===== src/rtl/adder_disp_pkg.sv =====
// Shared types and constants for the adder / BCD / seven-segment display controller.
//   scan_state_e : display scan FSM states
//   operand_t    : operand pair captured on the load handshake
//   SEG_OFF      : all segments dark in the decoder's active-high gfedcba domain
//   cnt_width()  : slot-counter width for a given refresh / blanking length
package adder_disp_pkg;

    localparam int unsigned OPND_W  = 4;
    localparam int unsigned SUM_W   = 5;
    localparam int unsigned DIGIT_W = 4;
    localparam int unsigned SEG_W   = 7;
    localparam int unsigned AN_W    = 2;

    typedef enum logic [2:0] {
        ST_OFF       = 3'd0,
        ST_SHOW_ONES = 3'd1,
        ST_GAP_A     = 3'd2,
        ST_SHOW_TENS = 3'd3,
        ST_GAP_B     = 3'd4
    } scan_state_e;

    typedef struct packed {
        logic [OPND_W-1:0] a;
        logic [OPND_W-1:0] b;
    } operand_t;

    localparam logic [SEG_W-1:0] SEG_OFF = 7'h00;

    // Width able to hold 0..max(refresh_div, blank_cycles)-1, never below 1 bit.
    function automatic int unsigned cnt_width(input int unsigned refresh_div,
                                              input int unsigned blank_cycles);
        int unsigned m;
        m = (refresh_div > blank_cycles) ? refresh_div : blank_cycles;
        return (m < 2) ? 1 : $clog2(m);
    endfunction

endpackage


===== src/rtl/adder.sv =====
// Combinational 4-bit adder with a 5-bit zero-extended result.
//   a, b  : operands
//   sum_c : a + b
module adder
    import adder_disp_pkg::*;
(
    input  logic [OPND_W-1:0] a,
    input  logic [OPND_W-1:0] b,
    output logic [SUM_W-1:0]  sum_c
);

    assign sum_c = SUM_W'(a) + SUM_W'(b);

endmodule


===== src/rtl/binary_to_bcd.sv =====
// Combinational split of a 0..31 binary value into tens / ones BCD digits.
//   bin    : binary input
//   tens_c : tens digit
//   ones_c : ones digit
module binary_to_bcd
    import adder_disp_pkg::*;
(
    input  logic [SUM_W-1:0]   bin,
    output logic [DIGIT_W-1:0] tens_c,
    output logic [DIGIT_W-1:0] ones_c
);

    // Repeated-subtraction by 10; three steps cover the whole 5-bit range.
    always_comb begin
        tens_c = '0;
        ones_c = DIGIT_W'(bin);
        if (bin >= SUM_W'(30)) begin
            tens_c = DIGIT_W'(3);
            ones_c = DIGIT_W'(bin - SUM_W'(30));
        end else if (bin >= SUM_W'(20)) begin
            tens_c = DIGIT_W'(2);
            ones_c = DIGIT_W'(bin - SUM_W'(20));
        end else if (bin >= SUM_W'(10)) begin
            tens_c = DIGIT_W'(1);
            ones_c = DIGIT_W'(bin - SUM_W'(10));
        end
    end

endmodule


===== src/rtl/scan_timer.sv =====
// Slot counter with terminal-count strobe for the display scan FSM.
//   clk, rst_n : clock, async active-low reset
//   clear      : restart counting from 0 on the next edge
//   term       : count value at which the current slot ends
//   done_c     : high during the last cycle of the slot
module scan_timer #(
    parameter int unsigned CNT_W = 2
) (
    input  logic             clk,
    input  logic             rst_n,
    input  logic             clear,
    input  logic [CNT_W-1:0] term,
    output logic             done_c
);

    logic [CNT_W-1:0] count;

    always_ff @(posedge clk or negedge rst_n) begin
        if (!rst_n) begin
            count <= '0;
        end else if (clear) begin
            count <= '0;
        end else begin
            count <= count + CNT_W'(1);
        end
    end

    assign done_c = (count == term);

endmodule


===== src/rtl/seven_segment_decoder.sv =====
// BCD digit to active-high seven-segment pattern {g,f,e,d,c,b,a}.
//   digit : BCD input (codes above 9 decode to blank)
//   seg_c : active-high segment pattern
module seven_segment_decoder
    import adder_disp_pkg::*;
(
    input  logic [DIGIT_W-1:0] digit,
    output logic [SEG_W-1:0]   seg_c
);

    always_comb begin
        seg_c = SEG_OFF;
        case (digit)
            4'd0: seg_c = 7'h3F;
            4'd1: seg_c = 7'h06;
            4'd2: seg_c = 7'h5B;
            4'd3: seg_c = 7'h4F;
            4'd4: seg_c = 7'h66;
            4'd5: seg_c = 7'h6D;
            4'd6: seg_c = 7'h7D;
            4'd7: seg_c = 7'h07;
            4'd8: seg_c = 7'h7F;
            4'd9: seg_c = 7'h6F;
            default: seg_c = SEG_OFF;
        endcase
    end

endmodule


===== src/rtl/adder_display_ctrl.sv =====
// Operand load / sum register plus time-multiplexed 2-digit seven-segment scanner.
//   clk, rst_n      : clock, async active-low reset
//   a, b            : operands, captured when load_valid && load_ready
//   load_valid/ready: operand handshake (one accept every two cycles at most)
//   enable          : display scanning on/off
//   blank_lz        : suppress a zero tens digit
//   seg, an         : registered segment / digit drive (an[0] = ones, an[1] = tens)
//   sum_out         : registered a+b, sum_valid pulses one cycle on update
module adder_display_ctrl
    import adder_disp_pkg::*;
#(
    parameter int unsigned REFRESH_DIV    = 50000,
    parameter int unsigned BLANK_CYCLES   = 250,
    parameter bit          SEG_ACTIVE_LOW = 1'b1,
    parameter bit          AN_ACTIVE_LOW  = 1'b1
) (
    input  logic              clk,
    input  logic              rst_n,
    input  logic [OPND_W-1:0] a,
    input  logic [OPND_W-1:0] b,
    input  logic              load_valid,
    output logic              load_ready,
    input  logic              enable,
    input  logic              blank_lz,
    output logic [SEG_W-1:0]  seg,
    output logic [AN_W-1:0]   an,
    output logic [SUM_W-1:0]  sum_out,
    output logic              sum_valid
);

    localparam int unsigned      CNT_W     = cnt_width(REFRESH_DIV, BLANK_CYCLES);
    localparam bit               HAS_GAP   = (BLANK_CYCLES != 0);
    localparam logic [CNT_W-1:0] SHOW_TERM = CNT_W'(REFRESH_DIV - 1);
    localparam logic [CNT_W-1:0] GAP_TERM  = CNT_W'(HAS_GAP ? BLANK_CYCLES - 1 : 0);
    localparam logic [SEG_W-1:0] SEG_IDLE  = SEG_ACTIVE_LOW ? ~SEG_OFF : SEG_OFF;
    localparam logic [AN_W-1:0]  AN_IDLE   = AN_ACTIVE_LOW ? 2'b11 : 2'b00;

    operand_t           operand_q;
    logic [DIGIT_W-1:0] tens_q, ones_q;
    logic [DIGIT_W-1:0] shadow_tens_q, shadow_ones_q;
    logic [SUM_W-1:0]   sum_c;
    logic [DIGIT_W-1:0] tens_c, ones_c;

    scan_state_e        state_q, state_nxt;
    logic               entering_c;
    logic               timer_clear_c, timer_done_c;
    logic [CNT_W-1:0]   timer_term_c;
    logic [DIGIT_W-1:0] dec_digit_c;
    logic [SEG_W-1:0]   dec_seg_c;
    logic [SEG_W-1:0]   seg_nxt;
    logic [AN_W-1:0]    an_nxt;

    adder u_adder (
        .a     (operand_q.a),
        .b     (operand_q.b),
        .sum_c (sum_c)
    );

    binary_to_bcd u_bcd (
        .bin    (sum_c),
        .tens_c (tens_c),
        .ones_c (ones_c)
    );

    // Load path: capture operands on accept, publish the sum one edge later.
    // load_ready low doubles as the "operands pending" flag.
    always_ff @(posedge clk or negedge rst_n) begin
        if (!rst_n) begin
            operand_q  <= '0;
            load_ready <= 1'b1;
            sum_out    <= '0;
            sum_valid  <= 1'b0;
            tens_q     <= '0;
            ones_q     <= '0;
        end else begin
            sum_valid <= 1'b0;
            if (!load_ready) begin
                sum_out    <= sum_c;
                tens_q     <= tens_c;
                ones_q     <= ones_c;
                sum_valid  <= 1'b1;
                load_ready <= 1'b1;
            end else if (load_valid) begin
                operand_q  <= '{a: a, b: b};
                load_ready <= 1'b0;
            end
        end
    end

    scan_timer #(.CNT_W(CNT_W)) u_timer (
        .clk    (clk),
        .rst_n  (rst_n),
        .clear  (timer_clear_c),
        .term   (timer_term_c),
        .done_c (timer_done_c)
    );

    // Scan FSM next state, slot timing and next registered outputs.
    always_comb begin
        state_nxt    = state_q;
        timer_term_c = SHOW_TERM;
        if (state_q == ST_GAP_A || state_q == ST_GAP_B) begin
            timer_term_c = GAP_TERM;
        end

        if (!enable) begin
            state_nxt = ST_OFF;
        end else begin
            case (state_q)
                ST_OFF:       state_nxt = ST_SHOW_ONES;
                ST_SHOW_ONES: if (timer_done_c) state_nxt = HAS_GAP ? ST_GAP_A : ST_SHOW_TENS;
                ST_GAP_A:     if (timer_done_c) state_nxt = ST_SHOW_TENS;
                ST_SHOW_TENS: if (timer_done_c) state_nxt = HAS_GAP ? ST_GAP_B : ST_SHOW_ONES;
                ST_GAP_B:     if (timer_done_c) state_nxt = ST_SHOW_ONES;
                default:      state_nxt = ST_OFF;
            endcase
        end

        timer_clear_c = (state_nxt != state_q) || (state_q == ST_OFF);
        entering_c    = (state_nxt == ST_SHOW_ONES) && (state_q != ST_SHOW_ONES);

        // On frame entry the shadows are being loaded this edge, so decode the
        // source digit directly; otherwise decode the frozen shadow copy.
        if (entering_c) begin
            dec_digit_c = ones_q;
        end else if (state_nxt == ST_SHOW_TENS) begin
            dec_digit_c = shadow_tens_q;
        end else begin
            dec_digit_c = shadow_ones_q;
        end

        seg_nxt = SEG_OFF;
        an_nxt  = '0;
        case (state_nxt)
            ST_SHOW_ONES: begin
                an_nxt  = 2'b01;
                seg_nxt = dec_seg_c;
            end
            ST_SHOW_TENS: begin
                if (!(blank_lz && shadow_tens_q == '0)) begin
                    an_nxt  = 2'b10;
                    seg_nxt = dec_seg_c;
                end
            end
            default: ;
        endcase
        if (SEG_ACTIVE_LOW) seg_nxt = ~seg_nxt;
        if (AN_ACTIVE_LOW)  an_nxt  = ~an_nxt;
    end

    seven_segment_decoder u_dec (
        .digit (dec_digit_c),
        .seg_c (dec_seg_c)
    );

    // Scan state, shadow digits and registered display drive.
    always_ff @(posedge clk or negedge rst_n) begin
        if (!rst_n) begin
            state_q       <= ST_OFF;
            seg           <= SEG_IDLE;
            an            <= AN_IDLE;
            shadow_tens_q <= '0;
            shadow_ones_q <= '0;
        end else begin
            state_q <= state_nxt;
            seg     <= seg_nxt;
            an      <= an_nxt;
            if (entering_c) begin
                shadow_tens_q <= tens_q;
                shadow_ones_q <= ones_q;
            end
        end
    end

endmodule


===== config.mk =====
export PLATFORM = sky130hd
export DESIGN_NAME = adder_display_ctrl
export DESIGN_NICKNAME = d
export VERILOG_FILES = /design/src/rtl/adder_disp_pkg.sv /design/src/rtl/adder.sv /design/src/rtl/binary_to_bcd.sv /design/src/rtl/scan_timer.sv /design/src/rtl/seven_segment_decoder.sv /design/src/rtl/adder_display_ctrl.sv
export SDC_FILE = /design/constraint.sdc
export NUM_CORES = 1
export LEC_CHECK = 0
export ABC_CLOCK_PERIOD_IN_PS = 3200
export CAP_MARGIN = 20
export CELL_PAD_IN_SITES_DETAIL_PLACEMENT = 0
export CELL_PAD_IN_SITES_GLOBAL_PLACEMENT = 1
export CORE_MARGIN = 3
export CORE_UTILIZATION = 35
export CTS_CLUSTER_DIAMETER = 40
export DETAILED_ROUTE_END_ITERATION = 8
export GPL_TIMING_DRIVEN = 0
export PLACE_DENSITY = 0.77
export SLEW_MARGIN = 10
export SYNTH_ARGS = -nofsm -noshare
export SYNTH_HDL_FRONTEND = slang
export SYNTH_SLANG_ARGS = --single-unit

===== constraint.sdc =====
create_clock -name clk -period 3.2 [get_ports clk]
set_input_delay 0.8 -clock clk [delete_from_list [all_inputs] [get_ports clk]]
set_output_delay 0.8 -clock clk [all_outputs]
set_load 0.1 [all_outputs]

; After elaboration in Yosys (flattened, before gate mapping)
; Memory sizes are Yosys's and may differ from the RTL's.
; Cells that the tools add are included.
[word_totals]
rom_bits = 112
elab_cells = 63
memories = 1
regBits = 59
output_inout_bits = 16
input_bits = 13
[classes]
n_reduce_logical = 7
add_sub_neg = 5
magnitude_cmp = 3
bitwise_logic = 2
eq_ne = 9
mux = 23
[memory_table]
columns = memory, depth, width, read_ports, rd_clocked_by_memory_dff, write_ports, line_no
row1 = (name not given), 16, 7, 1, 0, 0, seven_segment_decoder.sv:13  ; case (digit)
[op_table]
columns = op, count
row1 = $mux 16, 2
row2 = $mux 4, 7
row3 = $add 16x1->16 const B, 1
row4 = $eq 16x16->1, 1
row5 = $mux 3, 5
row6 = $pmux 3 s5, 1
row7 = $pmux 7 s2, 1
row8 = $ge 5x5->1 const B, 2
row9 = $eq 3x2->1 const B, 3
row10 = $sub 4x4->4 const B, 2
row11 = $mux 7, 1
row12 = $not 7->7, 1
row13 = $eq 3x1->1 const B, 2
row14 = $add 4x4->5, 1
row15 = $ge 5x4->1 const B, 1
row16 = $logic_not 4->1, 1
row17 = $mux 1, 4
row18 = $pmux 2 s2, 1
row19 = $sub 4x3->4 const B, 1
row20 = $eq 3x3->1 const B, 1
row21 = $logic_not 3->1, 1
row22 = $ne 3x1->1 const B, 1
row23 = $ne 3x3->1, 1
row24 = $logic_and 1x1->1, 2
row25 = other kinds (4), 5

; Logic depth before layout (Yosys ltp)
; Gate-level depths: netlist (run 1).
; An unclocked memory read counts as a cell.
[depth]
word_depth = 14
ltp_mapped = 13
mapped_depth_nobuf = 11

; Cells and area by module
; Synthesis (run 1) repeated with hierarchy kept, for this count alone.
[unflattened]
hier_cells = 303
hier_area_um2 = 3415.8
[modules_own_cells]
columns = mod, instances, seq_area_each_um2, area_per_inst_um2, cells_per_inst
row1 = adder_display_ctrl, 1, 1088.5, 1760.4, 124
row2 = scan_timer, 1, 400.4, 1021.0, 102
row3 = binary_to_bcd, 1, 0.0, 279.0, 33
row4 = seven_segment_decoder, 1, 0.0, 219.0, 28
row5 = adder, 1, 0.0, 136.4, 16

; Worst setup path after synthesis (run 1)
; No wires, ideal clock.
[synth_timing]
path_type = reg-to-reg
from = reg u_timer.count[9]
to = reg seg[4]
period_less_slack_ps = 2636
n_path_buf = 1
stages_incl_launch_ff = 12
setup_slack_ps = 564
t_arrival_ps = 2575
required_ps = 3140
setup_time_ps = 60
path_cell_list = dfrtp_1 -> or4_1 -> nor4_2 -> a21bo_2 -> and2_4 -> buf_12 -> nor3_1 -> or2_1 -> ha_1 -> and3_1 -> a211o_1 -> nand2_1
[synth_via]
elab_chain_len = 11
elab_cells_between_ends = 16
classes_between = 3 x eq/ne / 10 x mux / 1 x bitwise / 1 x reduce/logical / 1 x memory
[synth_lines]
columns = element, line_no
row1 = from (decl), scan_timer.sv:16  ; logic [CNT_W-1:0] count;
row2 = from (signal assigned), scan_timer.sv:24  ; count <= count + CNT_W'(1);
row3 = $eq 16x16->1 *, scan_timer.sv:28  ; assign done_c = (count == term);
row4 = "$mux 3, on equally long branches", -
row5 = $pmux 3 s5 *, adder_display_ctrl.sv:109  ; case (state_q)
row6 = $mux 3 *, adder_display_ctrl.sv:106  ; if (!enable) begin
row7 = $eq 3x2->1 / $eq 3x1->1 (equally long branches), "adder_display_ctrl.sv:126, adder_display_ctrl.sv:134, adder_display_ctrl.sv:120"
row8 = $mux 4 / $logic_and 1x1->1 (equally long branches), "adder_display_ctrl.sv:126, adder_display_ctrl.sv:120"
row9 = $mux 4, adder_display_ctrl.sv:124  ; if (entering_c) begin
row10 = $mem_v2 16x7, -
row11 = $mux 7, adder_display_ctrl.sv:140  ; if (!(blank_lz && shadow_tens_q == '0)) begin
row12 = $pmux 7 s2 *, adder_display_ctrl.sv:134  ; case (state_nxt)
row13 = $not 7->7 *, adder_display_ctrl.sv:147  ; if (SEG_ACTIVE_LOW) seg_nxt = ~seg_nxt;
row14 = named net seg_nxt[4], adder_display_ctrl.sv:50  ; logic [SEG_W-1:0] seg_nxt;
row15 = to (signal assigned), adder_display_ctrl.sv:166  ; seg <= seg_nxt;
row16 = to (decl), adder_display_ctrl.sv:25  ; output logic [SEG_W-1:0] seg,
; The timed path passes the listed nets; every way through them passes the cells marked *.
; A chain may end at the register's enable or synchronous reset.

; Final worst setup path (run 1)
[layout_timing]
from = reg u_timer.count[9]
to = reg seg[6]
; The elaborated chain is that of the path after synthesis.

==> run_results.csv, run 1 <==
group,metric,value,unit
clocking,cts_buffers,5,
worst_setup_path,setup.worst_path.end_class,"register",
clocking,cts_sinks,54,
hold_path,worstHoldPathType,"reg -> reg",
yosys,yosys_warnings,0,
worst_setup_path,path_cells,"or4_1, nor4_2, a21bo_2, and2_4, buf_12, nor3_1, or2_1, inv_1, ha_1, nor3_1, a31o_1, o21ai_1",
global_routing,grtUsageMet3,0.0300,
detailed_routing,firstDrtPassIters,4,
global_routing,track_usage,0.126,
detailed_routing,finalWirelength,5480,µm
die,design.die.area,9580,µm²
yosys,synth_edf_count,0,
worst_setup_path,crit_required,3.44,ns
cells_and_area,design_area,3470,µm²
global_routing,met1_usage,0.168,
die,start_util,0.371,
worst_setup_path,cp.arrival,3.16,ns
pwr,internal-power,1.38,mW
worst_setup_path,reg2reg_depth,12,
detailed_routing,vias,2117,
die,core-area,7970,µm²
global_routing,grt_pass1_vias,2164,
worst_setup_path,cp-start-kind,"register",
timing,finalCriticalPeriod,2.92,ns
cells_and_area,area_delta_synth_final,17.6,%
worst_setup_path,ff2ff_setup_slack,0.28,ns
detailed_routing,postRouteAntennaNets,0,
pwr,pwr-share-seq,0.366,
timing,setup_viol,0,
yosys,syn-num-nets,319,
status,status,"completed",
global_routing,grt_pass1_wl,10100,µm
yosys,syn_area,2950,µm²
global_routing,grt_overflow,0,
pwr,p_sw,1.09,mW
clocking,clk_latency,0.31,ns
cells_and_area,nNetsFinal,355,
clocking,cts_tree,"yes",
pwr,clock_power_share,0.148,
worst_setup_path,worst-path-stages,12,
cells_and_area,layout_common_cells,"dfrtp_1 (44), nand2_1 (38), nor2_1 (27), clkdlybuf4s50_1 (27), inv_1 (17)",
yosys,ys_ff_latch,54,
cells_and_area,diodes,0,
global_routing,use_met2,0.203,
die,io_pins,29,
timing,worst_pin_slew,0.989,ns
worst_setup_path,reg2reg_to,"seg[6]$_DFF_PN1_",
pwr,switching_share,0.442,
placed_design,port_buffers,28,
global_routing,antenna_found_initial,0,
job,max_cap_violations,0,
timing,finalHoldViolCount,0,
worst_setup_path,endpoint,"seg[6]$_DFF_PN1_",
clocking,ctsResizeCount,0,
detailed_routing,via_per_inst,4.93,
worst_setup_path,slowest_stage,"or4_1",
clocking,root_buffer,"clkbuf_8",
worst_setup_path,cpLargestDelayFamily,"simple AND/OR/NAND/NOR gates",
pwr,power.ir.vdd_worst,0.530,mV
placed_design,placed_area,3380,µm²
detailed_routing,wl_per_cell,12.8,µm
global_routing,grt_max_degree,29,
worst_setup_path,crit_path_frequent_cell,"nor3_1",
worst_setup_path,r2r-start,"u_timer.count[9]$_DFF_PN0_",
pwr,combinationalPowerShare,0.486,
clocking,clk_path_buf_depth,2,
worst_setup_path,max_stage_delay,0.57,ns
pwr,power.static_leakage,1.51,nW
yosys,synth_cells,290,
detailed_routing,drt_iter0_drc,83,
cells_and_area,drive_gt1_frac,0.156,
yosys,yosysUniqueCellTypes,59,
placed_design,dpl.hpwl,4120,µm
clocking,cts_hold_buffers,0,
timing,final.period_utilization,0.913,
yosys,synth_top_flop_cell,"dfrtp_1",
yosys,ys_async_sr_fraction,1.00,
timing,fin_hold_ws,0.478,ns
worst_setup_path,path_class,"reg -> reg",
clocking,htreeDepth,2,
yosys,yosysSeqAreaShare,0.462,
timing,drv_slew,0,
clocking,cts.reportedPaths.clkPinSlew,0.10,ns
die,die_width,97.9,µm
detailed_routing,drc_errors,0,
placed_design,gp_congestion,0.792,
worst_setup_path,crit_buf_inv,2,
yosys,syn_avg_cell_area,10.2,µm²
worst_setup_path,crit_start,"u_timer.count[9]$_DFF_PN0_",
worst_setup_path,path_max_fanout,10,
die,row_count,32,
pwr,powerDensity,711,nW/µm²
timing,fmax,342,MHz
global_routing,busiest_layer,"met2",
die,die_h,97.9,µm
cells_and_area,final_common_cell,"dfrtp_1",
clocking,post-cts-setup-buffers,0,
timing,fin_skew,0.00905,ns
timing,relSlewSlack,0.338,
power by group through the flow:
stage | Sequential (mW) | Combinational, mW | Clock, mW
after floorplan | 1.29 | 0.562 | 0
after global routing | 0.929 | 1.31 | 0.414
after detailed placement | 0.917 | 1.20 | 0
after CTS | 0.904 | 1.21 | 0.387
final | 0.903 | 1.20 | 0.367
after global placement | 0.912 | 1.19 | 0
cell type report:
class	instances	area [µm²]
Multi-Input combinational cell	212	1480
Buffer	7	57.6
Inverter	17	63.8
Tap cell	102	128
Clock buffer	5	68.8
Timing Repair Buffer	29	295
Clock inverter	3	16.3
Sequential cell	54	1360
Fill cell	788	4490
layer usage:
layer | up-vias | routed length [µm]
met4 | 0 | 68
li1 | 1076 | -
met2 | 36 | 2540
met1 | 999 | 2640
met5 | - | 0
met3 | 6 | 225
registers in the layout, summed over array words and instances (netlist names), 3 cells and up:
name           flops
ones_q             3
operand_q          8
seg                7
sum_out            5
state_q            3
u_timer.count     16
shadow_ones_q      4
synthesized netlist by cell type, types with 5 or more instances:
| cell | instances | area [µm²] |
|---|---|---|
| a21oi_1 | 5 | 25.0 |
| dfrtp_1 | 44 | 1100 |
| dfstp_2 | 10 | 263 |
| ha_1 | 15 | 188 |
| inv_1 | 17 | 63.8 |
| mux2_2 | 12 | 135 |
| nand2_1 | 38 | 143 |
| nand3_1 | 11 | 55.1 |
| nand4_1 | 5 | 31.3 |
| nor2_1 | 27 | 101 |
| nor3_1 | 7 | 35.0 |
| o21ai_0 | 15 | 75.1 |
| o21ai_1 | 6 | 30.0 |
| xnor2_1 | 5 | 43.8 |
| xor2_1 | 13 | 114 |
per-stage QoR:
stage	setup slack, ns	cells	power (mW)	utilization	TNS, ns
after floorplan	0.564	290	1.86	-	0
after global placement	-0.334	420	2.10	0.422	-14.94
after detailed placement	-0.222	421	2.12	0.424	-0.564
after CTS	0.108	429	2.50	0.435	0
after global routing	-0.0131	429	2.66	0.436	-0.0131
final	0.280	429	2.47	0.436	0
worst register-to-register path, delay by kind of cell (launching register included):
family | cells | cell delay [ns]
AO/OA/AOI/OAI | 3 | 0.60
adder cells (fa/ha/maj) | 1 | 0.16
buffers and inverters | 2 | 0.23
flip-flops | 1 | 0.47
AND/OR/NAND/NOR | 6 | 1.41
cells by family (layout without fill, tap and decap cells):
logic type                 after synthesis  count (layout)  synth area share
muxes                                   14              14            0.0525
xor gates and xnor gates                19              19            0.0589
and+or+nand+nor                        110             110             0.191
adders and majority gates               16              16            0.0703
AOI/OAI and AO/OA                       53              53             0.124
buffers and inverters                   24              61            0.0411
DFF                                     54              54             0.462
how the worst min path moves through the flow:
stage | from | end | depth (start not counted)
5_1_grt | sum_out[3]$_DFFE_PN0N_ | sum_out[3]$_DFFE_PN0N_ | 2
2_1_floorplan | tens_q[0]$_DFFE_PN0N_ | shadow_tens_q[0]$_DFFE_PN0P_ | 2
3_5_place_dp | sum_out[3]$_DFFE_PN0N_ | sum_out[3]$_DFFE_PN0N_ | 2
3_3_place_gp | tens_q[0]$_DFFE_PN0N_ | shadow_tens_q[0]$_DFFE_PN0P_ | 2
4_1_cts | sum_out[3]$_DFFE_PN0N_ | sum_out[3]$_DFFE_PN0N_ | 2
6_report | tens_q[0]$_DFFE_PN0N_ | shadow_tens_q[0]$_DFFE_PN0P_ | 2
Note: power is estimated with default switching activity, not from simulation.
==> inputs of run 2 (changes only) <==
--- a/config.mk
+++ b/config.mk
@@ -10,11 +10,13 @@
 export CELL_PAD_IN_SITES_DETAIL_PLACEMENT = 0
 export CELL_PAD_IN_SITES_GLOBAL_PLACEMENT = 1
 export CORE_MARGIN = 3
-export CORE_UTILIZATION = 35
+export CORE_UTILIZATION = 45
+export CTS_BUF_LIST = sky130_fd_sc_hd__clkbuf_16
 export CTS_CLUSTER_DIAMETER = 40
 export DETAILED_ROUTE_END_ITERATION = 8
 export GPL_TIMING_DRIVEN = 0
-export PLACE_DENSITY = 0.77
+export HOLD_SLACK_MARGIN = 0.06
+export PLACE_DENSITY = 0.92
 export SLEW_MARGIN = 10
 export SYNTH_ARGS = -nofsm -noshare
 export SYNTH_HDL_FRONTEND = slang
==> run_results.csv, run 2 (synthesized netlist as in run 1, its figures left out) <==
group,metric,value,unit
status,status,"completed",
die,io_pins,29,
timing,setup_viol,0,
clocking,clk_path_buf_depth,2,
global_routing,antenna_found_initial,0,
clocking,cts.reportedPaths.clkPinSlew,0.07,ns
pwr,pwr-share-seq,0.342,
worst_setup_path,cp.arrival,3.15,ns
pwr,p_sw,1.11,mW
die,design.die.area,7570,µm²
worst_setup_path,crit_required,3.42,ns
cells_and_area,largest_reg_flops,16,
placed_design,gp_congestion,0.800,
timing,fin_skew,0.00593,ns
pwr,power.static_leakage,1.54,nW
global_routing,grt_pass1_vias,2140,
worst_setup_path,path_max_fanout,6,
detailed_routing,drc_errors,0,
clocking,cts_sinks,54,
timing,grt_setup_unrepaired,"no",
cells_and_area,area_delta_synth_final,18.8,%
worst_setup_path,cp-start-kind,"input port",
pwr,combinationalPowerShare,0.458,
detailed_routing,wl_per_cell,13.3,µm
global_routing,track_usage,0.160,
placed_design,port_buffers,28,
worst_setup_path,path_class,"in -> reg",
worst_setup_path,reg2reg_to,"seg[6]$_DFF_PN1_",
clocking,cts_buffers,5,
placed_design,dp_worst_setup_slack,-0.231,ns
worst_setup_path,reg2reg_depth,12,
clocking,cts_tree,"yes",
timing,finalHoldViolCount,0,
worst_setup_path,endpoint,"seg[6]$_DFF_PN1_",
clocking,htreeDepth,2,
detailed_routing,firstDrtPassIters,4,
cells_and_area,diodes,0,
clocking,root_buffer,"clkbuf_16",
placed_design,dpl.hpwl,4000,µm
die,row_count,28,
worst_setup_path,r2r-start,"u_timer.count[9]$_DFF_PN0_",
hold_path,worstHoldPathType,"reg -> reg",
timing,fin_ws,0.265,ns
clocking,clk_latency,0.29,ns
worst_setup_path,crit_start,"enable",
detailed_routing,drt_iter0_drc,140,
global_routing,grt_pass1_wl,9670,µm
pwr,powerDensity,749,nW/µm²
cells_and_area,nNetsFinal,356,
detailed_routing,via_per_inst,5.37,
timing,final.period_utilization,0.917,
timing,relSlewSlack,0.333,
global_routing,grt_max_degree,31,
pwr,clock_power_share,0.200,
pwr,internal-power,1.52,mW
cells_and_area,final_common_cell,"dfrtp_1",
worst_setup_path,ff2ff_setup_slack,0.28,ns
die,start_util,0.482,
die,die_width,87.0,µm
global_routing,grt_overflow,0,
die,core-area,6130,µm²
detailed_routing,vias,2166,
detailed_routing,postRouteAntennaNets,0,
pwr,switching_share,0.422,
pwr,power.ir.vdd_worst,0.593,mV
cells_and_area,layout_common_cells,"dfrtp_1 (44), nand2_1 (38), nor2_1 (27), clkdlybuf4s50_1 (27), inv_1 (17)",
detailed_routing,finalWirelength,5350,µm
placed_design,placed_cells,394,
cells_and_area,layoutNonFillerInstCount,403,
job,max_cap_violations,0,
clocking,cts_hold_buffers,0,
timing,fmax,341,MHz
cells_and_area,drive_gt1_frac,0.159,
cells_and_area,top_register,"u_timer.count",
timing,worst_pin_slew,0.997,ns
timing,drv_slew,0,
die,die_h,87.0,µm
timing,finalCriticalPeriod,2.94,ns
cells_and_area,reg_top3,"u_timer.count (16), operand_q (8), seg (7)",
worst_setup_path,setup.worst_path.end_class,"register",
==> run 2: routing by layer <==
metal  wire length (µm)  GRT usage
met5                  0          0
met1               2480      0.211
met4                 53     0.0425
met2               2590      0.266
met3                229     0.0350
==> run 2: layout make-up <==
type	instances	area (µm²)
fill	526	2620
buffer	7	57.6
clock inverter	3	20.0
inverter	17	63.8
tap	75	93.8
clock buffer	5	125
timing repair buffer	30	303
multi-input combinational	212	1480
sequential	54	1360
==> run 2: how the worst min path moves through the flow <==
stage,from,end,cells after the start
floorplan,tens_q[0]$_DFFE_PN0N_,shadow_tens_q[0]$_DFFE_PN0P_,2
global placement,tens_q[0]$_DFFE_PN0N_,shadow_tens_q[0]$_DFFE_PN0P_,2
detailed placement,tens_q[0]$_DFFE_PN0N_,shadow_tens_q[0]$_DFFE_PN0P_,2
CTS,tens_q[0]$_DFFE_PN0N_,shadow_tens_q[0]$_DFFE_PN0P_,2
global route,tens_q[0]$_DFFE_PN0N_,shadow_tens_q[0]$_DFFE_PN0P_,2
finish,tens_q[0]$_DFFE_PN0N_,shadow_tens_q[0]$_DFFE_PN0P_,2
==> run 2: power by group through the flow <==
stage	registers, mW	logic, mW	clock network, mW
5_1_grt	0.918	1.31	0.577
3_5_place_dp	0.912	1.20	0
2_1_floorplan	1.29	0.562	0
3_3_place_gp	0.908	1.18	0
6_report	0.899	1.20	0.526
4_1_cts	0.900	1.21	0.546
==> run 2: worst max-delay path: stages <==
cell and delay, ns:
clkdlybuf4s50_1 0.58, inv_1 0.13, or3_1 0.36, o21ai_4 0.23, nor3_1 0.09, or2_1 0.29
inv_1 0.10, ha_1 0.16, nor3_1 0.05, a31o_1 0.21, o21ai_1 0.14
==> run 2: timing repair <==
item,CTS,global route
setup buffers,0,1
setup endpoints to repair,0,5
resized for setup,0,2
endpoints found under the hold margin,0,0
==> run 2: stage by stage <==
stage | cell area, µm² | hold slack (ns) | setup TNS [ns] | total power [mW] | utilization
floorplan | 2950 | 0.433 | 0 | 1.86 | -
global placement | 3330 | 0.449 | -11.21 | 2.09 | 0.543
detailed placement | 3340 | 0.455 | -0.632 | 2.12 | 0.545
CTS | 3490 | 0.473 | 0 | 2.65 | 0.569
global route | 3510 | 0.498 | 0 | 2.80 | 0.572
finish | 3510 | 0.467 | 0 | 2.63 | 0.572
